File: src/rtl/reg_dump_unit.sv
// Register-file dump engine: walks REG_MAX words out over a valid/ready stream.
// Optional macro REG_DUMP_CHECKSUM_EN appends an XOR checksum word at index REG_MAX.
module reg_dump_unit #(
    parameter int REG_MAX  = 32,
    parameter int REG_SIZE = 32
) (
    input  logic                clk,
    input  logic                rst,
    input  logic                start,
    output logic [4:0]          rf_rd_addr,
    input  logic [REG_SIZE-1:0] rf_rd_data,
    output logic [REG_SIZE-1:0] out_data,
    output logic [5:0]          out_idx,
    output logic                out_valid,
    input  logic                out_ready,
    output logic                busy,
    output logic                done
);

`ifdef REG_DUMP_CHECKSUM_EN
    typedef enum logic [2:0] {
        IDLE = 3'd0,
        READ = 3'd1,
        SEND = 3'd2,
        DONE = 3'd3,
        CHK  = 3'd4
    } state_e;
`else
    typedef enum logic [2:0] {
        IDLE = 3'd0,
        READ = 3'd1,
        SEND = 3'd2,
        DONE = 3'd3
    } state_e;
`endif

    localparam logic [4:0] LAST_IDX = 5'(REG_MAX - 1);
`ifdef REG_DUMP_CHECKSUM_EN
    localparam logic [5:0] CHK_IDX  = 6'(REG_MAX);
`endif

    state_e              state_q, state_d;
    logic [4:0]          idx_q, idx_d;
    logic [REG_SIZE-1:0] out_data_q, out_data_d;
    logic [5:0]          out_idx_q, out_idx_d;
    logic                out_valid_q, out_valid_d;
    logic                busy_q, busy_d;
    logic                done_q, done_d;
`ifdef REG_DUMP_CHECKSUM_EN
    logic [REG_SIZE-1:0] chk_q, chk_d;
`endif

    // Next-state, index, data capture and (optional) checksum accumulation.
    always_comb begin
        state_d    = state_q;
        idx_d      = idx_q;
        out_data_d = out_data_q;
        out_idx_d  = out_idx_q;
`ifdef REG_DUMP_CHECKSUM_EN
        chk_d      = chk_q;
`endif
        case (state_q)
            IDLE: begin
                if (start) begin
                    state_d = READ;
                    idx_d   = 5'd0;
`ifdef REG_DUMP_CHECKSUM_EN
                    chk_d   = {REG_SIZE{1'b0}};
`endif
                end else begin
                    state_d = IDLE;
                end
            end
            READ: begin
                out_data_d = rf_rd_data;
                out_idx_d  = {1'b0, idx_q};
                state_d    = SEND;
            end
            SEND: begin
                if (out_ready) begin
`ifdef REG_DUMP_CHECKSUM_EN
                    chk_d = chk_q ^ out_data_q;
`endif
                    if (idx_q < LAST_IDX) begin
                        idx_d   = idx_q + 5'd1;
                        state_d = READ;
                    end else begin
`ifdef REG_DUMP_CHECKSUM_EN
                        // Checksum word is preloaded so CHK offers it immediately.
                        out_data_d = chk_q ^ out_data_q;
                        out_idx_d  = CHK_IDX;
                        state_d    = CHK;
`else
                        state_d    = DONE;
`endif
                    end
                end else begin
                    state_d = SEND;
                end
            end
`ifdef REG_DUMP_CHECKSUM_EN
            CHK: begin
                if (out_ready) begin
                    state_d = DONE;
                end else begin
                    state_d = CHK;
                end
            end
`endif
            DONE: begin
                state_d = IDLE;
                idx_d   = 5'd0;
            end
            default: begin
                state_d = IDLE;
                idx_d   = 5'd0;
            end
        endcase

        // Status outputs are registered from the next state so they align with it.
`ifdef REG_DUMP_CHECKSUM_EN
        out_valid_d = (state_d == SEND) || (state_d == CHK);
`else
        out_valid_d = (state_d == SEND);
`endif
        busy_d = (state_d != IDLE);
        done_d = (state_d == DONE);
    end

    // State and output registers with synchronous reset.
    always_ff @(posedge clk) begin
        if (rst) begin
            state_q     <= IDLE;
            idx_q       <= 5'd0;
            out_data_q  <= {REG_SIZE{1'b0}};
            out_idx_q   <= 6'd0;
            out_valid_q <= 1'b0;
            busy_q      <= 1'b0;
            done_q      <= 1'b0;
`ifdef REG_DUMP_CHECKSUM_EN
            chk_q       <= {REG_SIZE{1'b0}};
`endif
        end else begin
            state_q     <= state_d;
            idx_q       <= idx_d;
            out_data_q  <= out_data_d;
            out_idx_q   <= out_idx_d;
            out_valid_q <= out_valid_d;
            busy_q      <= busy_d;
            done_q      <= done_d;
`ifdef REG_DUMP_CHECKSUM_EN
            chk_q       <= chk_d;
`endif
        end
    end

    assign rf_rd_addr = idx_q;
    assign out_data   = out_data_q;
    assign out_idx    = out_idx_q;
    assign out_valid  = out_valid_q;
    assign busy       = busy_q;
    assign done       = done_q;

endmodule

File: config.mk
export PLATFORM = sky130hd
export DESIGN_NAME = reg_dump_unit
export DESIGN_NICKNAME = d
export VERILOG_FILES = /design/src/rtl/reg_dump_unit.sv
export SDC_FILE = /design/constraint.sdc
export NUM_CORES = 1
export LEC_CHECK = 0
export CAP_MARGIN = 0
export CORE_UTILIZATION = 33
export CTS_BUF_LIST = sky130_fd_sc_hd__clkbuf_4 sky130_fd_sc_hd__clkbuf_8
export CTS_CLUSTER_DIAMETER = 80
export DETAILED_ROUTE_END_ITERATION = 12
export GPL_TIMING_DRIVEN = 0
export PLACE_DENSITY = 0.65
export SYNTH_ARGS = -nofsm -noshare
export SYNTH_HDL_FRONTEND = slang
export SYNTH_SLANG_ARGS = --single-unit
File: constraint.sdc
create_clock -name clk -period 1.29 [get_ports clk]
set_input_delay 0.1935 -clock clk [delete_from_list [all_inputs] [get_ports clk]]
set_output_delay 0.1935 -clock clk [all_outputs]
set_load 0.01 [all_outputs]
==> out/results.tsv, run 1 <==
metric	value	unit
via count of the first global-routing pass	1603	
count of nets left with antenna violations after detail routing	0	
number of clock buffers inserted by TritonCTS	5	
clock tree from TritonCTS	done	
Hold/Removal Path Class	in2reg	
origin of the worst min-delay path	rst	
clock transition time at the flip-flop clock pins of the worst setup and hold paths	90	ps
number of endpoints with negative hold slack in the final report	0	
CP startpoint	state_q[1]	
dpl ws	-195	ps
# Post-CTS Setup Buffers	0	
placed standard-cell area	0.00269	mm²
power density of the placed cells	1120	mW/mm²
total via count in the routed design	1707	
final critical path time including I/O delays and setup	1210	ps
post-layout util	53.1	%
final hold slack	193	ps
combined flip-flop and latch cell area	951	µm²
antenna violations before repair	0	
number of vias per cell after detailed routing	4.60	
Critical Path AT	1410	ps
number of buffers inserted by port buffering	79	
required time at the worst-slack endpoint	1490	ps
count of nets after finishing	337	
first-pass iteration count of the detailed router	4	
placer congestion estimate	0.769	
non-filler cells, final	371	
Bufs on Longest Clock Path	2	
largest net degree at the start of global routing	20	
slack of the critical path	80.2	ps
net count of the mapped netlist	252	
count of clock tree sinks	47	
Synth cell types	30	
number of antenna cells inserted	0	
fraction of the yosys area taken by sequential cells	52.0	%
number of synthesized register bits	47	
half-perimeter wire length after detailed placement	3020	µm
worst r2r src	state_q[1]	
grt total ovfl	0	
overall die height	76.0	µm
drt drc	0	
kind of start point of the critical path	register	
multi-input gate area in the final layout	767	µm²
peak clock frequency supported by timing	0.827	GHz
setup repair after global routing missed its margin	yes	
synthesis warning total	0	
kind of end point of the critical path	register	
depth of the most critical reg-to-reg path	5	
Hold Crit Depth	2	
total wirelength of the detailed-routed design	4300	µm
design area	0.00276	mm²
number of ports placed on the die boundary	82	
final critical-path share of the clock period	93.8	%
total die area	0.00578	mm²
routed length per instance	11.6	µm
initial detailed-routing violation count	56	
fraction of layout instances using a drive strength above 1	11.3	%
final setup violating endpoints	0	
Netlist Area Pre-Place	0.00181	mm²
leakage power	1.18	nW
overall global routing resource usage	16.0	%
first-pass GRT wire length	7490	µm
number of cells in the design after placement	364	
fill cell instance count of the final layout	523	
largest driver fanout on the critical path	9	
Horiz. Die Dim	76.0	µm
Max IR drop VDD	0.564	mV
Core Area	0.00520	mm²
cell chosen for the clock root	sky130_fd_sc_hd__clkbuf_8	
skew final	6.45	ps
Mapped Avg Cell Area	8.42	µm²
clk_lat worst skew	300	ps
Pins Over Slew Limit	0	
count of hold buffers inserted by post-cts repair	0	
Initial Utilization	34.8	%
signed area change from the synthesized netlist to the final layout	52.6	%
number of levels in the clock H-tree	2	
number of instances in the synthesized netlist	215	
result of the run	finished, final reports clean	
Core Rows	26	
kind of critical path	reg2reg	
max-cap viol count	0	
## routing by layer
layer	wire [µm]	GRT usage (%)	vias to the layer above
li1	-	-	884
met1	1880	20.0	750
met2	1980	25.7	66
met3	380	5.51	7
met4	55	5.77	0
met5	0	0	-
## per-stage QoR
stage / power, W / TNS (ps)
after global routing: 0.00327 / -32.1
after detailed placement: 0.00207 / -508
final: 0.00309 / 0
after CTS: 0.00313 / 0
after global placement: 0.00206 / -533
after floorplan: 0.00180 / 0
## where the power goes
part | switching (W) | internal (W)
Sequential | 0.0000301 | 0.00151
Clock | 0.000478 | 0.000627
Combinational | 0.000214 | 0.000229
## logic make-up (layout without fill, tap and decap cells)
kind of cell    Yosys count  count (layout)  synth area share (%)
flops                    47              47                  52.0
mux                       2               2                  1.11
other cells               1               1                 0.207
compound gates           57              57                  18.8
fa+ha+maj                 1               1                 0.691
simple gates             90              90                  21.5
buf+inv                  17             103                  5.67
## cell usage in the layout (no fill, tap or decap), drive strengths merged
cell type,n
a31oi,1
a211oi,5
dlygate4sd2,45
o21ai,1
and2,2
a41o,1
a41oi,2
a21o,3
clkdlybuf4s50,34
nand3,2
nand2b,1
nand2,79
a21oi,41
dfxtp,47
ha,1
inv,1
conb,1
nor2b,2
a31o,1
mux2i,2
nor3,3
clkbuf,10
nor2,1
clkinv,1
buf,11
bufinv,1
o31ai,2
## path summary, 6_finish.rpt
check | endpoint | slack, ps
min | rf_rd_addr[0] | 190
max | rf_rd_addr[4] | 80
min reg2reg | out_data[2] | 450
max reg2reg | rf_rd_addr[4] | 80
## flip-flops by register name, indices dropped and copies added, names as in the netlist
register and flops:
busy 1, done 1, out_data 32, out_idx 5
out_valid 1, rf_rd_addr 5, state_q 2
## layout make-up
type                       instances  area share, %
buffer                            15           3.53
clock buffer                       6           2.99
clock inverter                     2           1.27
inverter                           1          0.227
multi-input combinational        151           27.8
sequential                        47           34.4
tap                               70           3.17
timing repair buffer              79           26.6
## timing repair
| action | CTS | global route |
|---|---|---|
| endpoints found under the setup margin | 48 | 34 |
| gates resized for setup | 51 | 5 |
| pin swaps | 0 | 1 |
## Yosys cell counts (all sizes together)
| master | n | area, µm² |
|---|---|---|
| and2 | 2 | 16.3 |
| a31o | 1 | 8.76 |
| o21ai | 1 | 5.00 |
| a21oi | 41 | 205 |
| a21o | 3 | 25.0 |
| nand3 | 2 | 22.5 |
| a41o | 1 | 10.0 |
| ha | 1 | 12.5 |
| o31ai | 2 | 15.0 |
| nand2 | 79 | 297 |
| a31oi | 1 | 6.26 |
| clkbuf | 3 | 11.3 |
| mux2i | 2 | 20.0 |
| conb | 1 | 3.75 |
| nand2b | 1 | 6.26 |
| a211oi | 5 | 47.5 |
| dfxtp | 47 | 941 |
| nor2b | 2 | 12.5 |
| nor3 | 3 | 15.0 |
| buf | 13 | 85.1 |
| a41oi | 2 | 17.5 |
| nor2 | 1 | 20.0 |
| inv | 1 | 6.26 |
## critical path, stage by stage, from the launching register on
cell	delay [ps]
sky130_fd_sc_hd__dfxtp_1	330
sky130_fd_sc_hd__buf_6	140
sky130_fd_sc_hd__nor2b_1	140
sky130_fd_sc_hd__buf_4	160
sky130_fd_sc_hd__a41oi_1	120
sky130_fd_sc_hd__a211oi_1	210
Note: power is estimated with default switching activity, not from simulation.
==> run 2, diff against run 1 <==
Settings changed: CELL_PAD_IN_SITES_DETAIL_PLACEMENT set to 0, CELL_PAD_IN_SITES_GLOBAL_PLACEMENT set to 1, CORE_UTILIZATION 33 to 30, PLACE_DENSITY 0.65 to 0.8.
==> run 2 against run 1 <==
Against the previous run: final cell count up 0.81%; worst hold slack better by 19 ps; global-route usage down 1.3 points; non-clock buffer count up 1; clock power down 13%; die area up 9.7%; first-iteration DRC count up 8.9%; flip-flop and latch count unchanged; critical path depth down 1; clock skew down 4.2 ps; core utilization down 4.2 points; critical endpoint is now rf_rd_addr[2]; largest cell class unchanged; largest power group unchanged.
==> out/results.tsv, run 2 (synthesis gave the netlist of run 1 again) <==
metric	value	unit	change
Met1 Wirelength	2010	µm	+6.9%
overall die height	79.7	µm	+4.8%
share of power burned in registers	51.9	%	+2.0 points
number of buffers inserted by port buffering	79		unchanged
part of the total power dissipated in the clock network	32.8	%	-3.0 points
largest net degree at the start of global routing	14		-30%
final setup violating endpoints	0		unchanged
slowest stage cell on the critical path	sky130_fd_sc_hd__dfxtp_2		
initial detailed-routing violation count	61		+8.9%
number of antenna cells inserted	0		unchanged
Core Rows	27		+3.8%
slack of the critical path	87.0	ps	+6.81 ps
most frequent cells in the layout	79 x sky130_fd_sc_hd__nand2_1, 45 x sky130_fd_sc_hd__dlygate4sd2_1, 41 x sky130_fd_sc_hd__a21oi_1, 41 x sky130_fd_sc_hd__dfxtp_1, 34 x sky130_fd_sc_hd__clkdlybuf4s50_1		
worst r2r src	rf_rd_addr[2]		
Initial Utilization	31.9	%	-2.9 points
worst reg-to-reg setup slack	90	ps	about the same
number of cells in the design after placement	366		+0.55%
number of clock buffers inserted by TritonCTS	5		unchanged
kind of critical path	reg2reg		
total via count in the routed design	1719		+0.70%
peak per-stage delay on the critical path	400	ps	+70 ps
clk_lat worst skew	290	ps	about the same
setup repair after global routing missed its margin	no		
count of clock tree sinks	47		unchanged
leading cell type in the layout, fill and taps excluded	sky130_fd_sc_hd__nand2_1		
number of flip-flops in the largest register	32		unchanged
number of ports placed on the die boundary	82		unchanged
CP bufs+invs	0		-2
met2 wire length	1970	µm	-0.30%
kind of end point of the critical path	register		
kind of start point of the critical path	register		
required time at the worst-slack endpoint	1500	ps	about the same
max-cap viol count	0		unchanged
first-pass iteration count of the detailed router	4		unchanged
peak clock frequency supported by timing	0.831	GHz	+0.57%
clock transition time at the flip-flop clock pins of the worst setup and hold paths	80	ps	about the same
largest driver fanout on the critical path	7		-2
dpl ws	-233	ps	-38.0 ps
capturing point of the worst reg2reg path	rf_rd_addr[2]		
clock tree from TritonCTS	done		
result of the run	finished, final reports clean		
Max IR drop VDD	0.496	mV	-12%
antenna violations before repair	0		unchanged
Bufs on Longest Clock Path	2		unchanged
category of cells accounting for the largest share of critical-path delay	compound AO/OA/AOI/OAI gates		
number of endpoints with negative hold slack in the final report	0		unchanged
count of nets after finishing	338		+0.30%
placer congestion estimate	0.739		-3.9%
Hold Crit Depth	2		unchanged
Hold EP	rf_rd_addr[0]		
final hold slack	212	ps	+19.0 ps
final critical path time including I/O delays and setup	1200	ps	-6.81 ps
half-perimeter wire length after detailed placement	3080	µm	+2.0%
Core Area	0.00568	mm²	+9.0%
combinational cell fraction of total power	15.3	%	+1.0 points
cell chosen for the clock root	sky130_fd_sc_hd__clkbuf_8		
total wirelength of the detailed-routed design	4390	µm	+2.1%
skew final	2.20	ps	-4.25 ps
DR top layer	met4		
total die area	0.00635	mm²	+9.7%
Horiz. Die Dim	79.7	µm	+4.8%
leakage power	1.18	nW	+0.20%
overall global routing resource usage	14.8	%	-1.3 points
routed length per instance	11.7	µm	+1.3%
Hold/Removal Path Class	in2reg		
non-filler cells, final	374		+0.81%
Critical Path AT	1410	ps	about the same
count of nets left with antenna violations after detail routing	0		unchanged
fraction of layout instances using a drive strength above 1	11.9	%	+0.62 points
worst-path cell chain	and2_4, nand3_4, a41o_1, a211oi_2		
number of levels in the clock H-tree	2		unchanged
switching share of total power	23.9	%	+0.56 points
power density of the placed cells	1070	mW/mm²	-4.6%
Pins Over Slew Limit	0		unchanged
internal cell power	0.00225	W	-4.9%
Switch Pwr	0.000709	W	-1.9%
depth of the most critical reg-to-reg path	4		-1
final critical-path share of the clock period	93.3	%	-0.53 points
grt total ovfl	0		unchanged
drt drc	0		unchanged
met3 routed WL	388	µm	+2.1%
number of vias per cell after detailed routing	4.60		-0.10%
via count of the first global-routing pass	1577		-1.6%
# Post-CTS Setup Buffers	0		unchanged
signed area change from the synthesized netlist to the final layout	53.3	%	
origin of the worst min-delay path	rst		
first-pass GRT wire length	7360	µm	-1.7%
run 2: power groups by stage:
stage	registers [W]	logic (W)	clock network, W
3_5_place_dp	0.00158	0.000489	0
2_1_floorplan	0.00161	0.000192	0
5_1_grt	0.00155	0.000503	0.00108
6_report	0.00154	0.000452	0.000971
4_1_cts	0.00154	0.000451	0.00102
3_3_place_gp	0.00158	0.000490	0
run 2: repair_timing:
item | in CTS | in global routing
endpoints found under the hold margin | 0 | 0
hold buffers | 0 | 0
pin swaps | 0 | 0
cloned | 0 | 0
setup endpoints to repair | 47 | 33
gates resized for setup | 51 | 10
run 2: metrics by stage:
stage / cell area (µm²) / power [W] / utilization, % / setup TNS [ps]
finish: 2770 / 0.00296 / 48.9 / 0
global placement: 2690 / 0.00207 / 47.4 / -615
global route: 2770 / 0.00314 / 48.9 / 0
floorplan: 1810 / 0.00180 / - / 0
CTS: 2750 / 0.00301 / 48.4 / 0
detailed placement: 2690 / 0.00207 / 47.4 / -596
run 2: routing by layer:
layer / vias up / global-route usage, %
met4: 0 / 3.27
li1: 883 / -
met2: 64 / 22.9
met1: 770 / 19.1
met5: - / 0
met3: 2 / 5.83
run 2: how the worst max path moves through the flow:
stage                        from             to  slack, ps  depth (start not counted)
finish              rf_rd_addr[2]  rf_rd_addr[2]         90                          4
CTS                    state_q[1]     out_idx[0]         20                          6
detailed placement      out_ready  rf_rd_addr[3]       -230                          5
global route        rf_rd_addr[2]  rf_rd_addr[2]          3                          4
floorplan           rf_rd_addr[0]  rf_rd_addr[2]         40                          4
global placement        out_ready  rf_rd_addr[3]       -240                          5
run 2: cell type report:
cell class | instances | area, µm²
inverter | 1 | 6.26
sequential | 47 | 958
buffer | 16 | 106
timing repair buffer | 79 | 734
clock buffer | 8 | 104
tap | 72 | 90.1
fill | 586 | 2900
multi-input combinational | 151 | 774
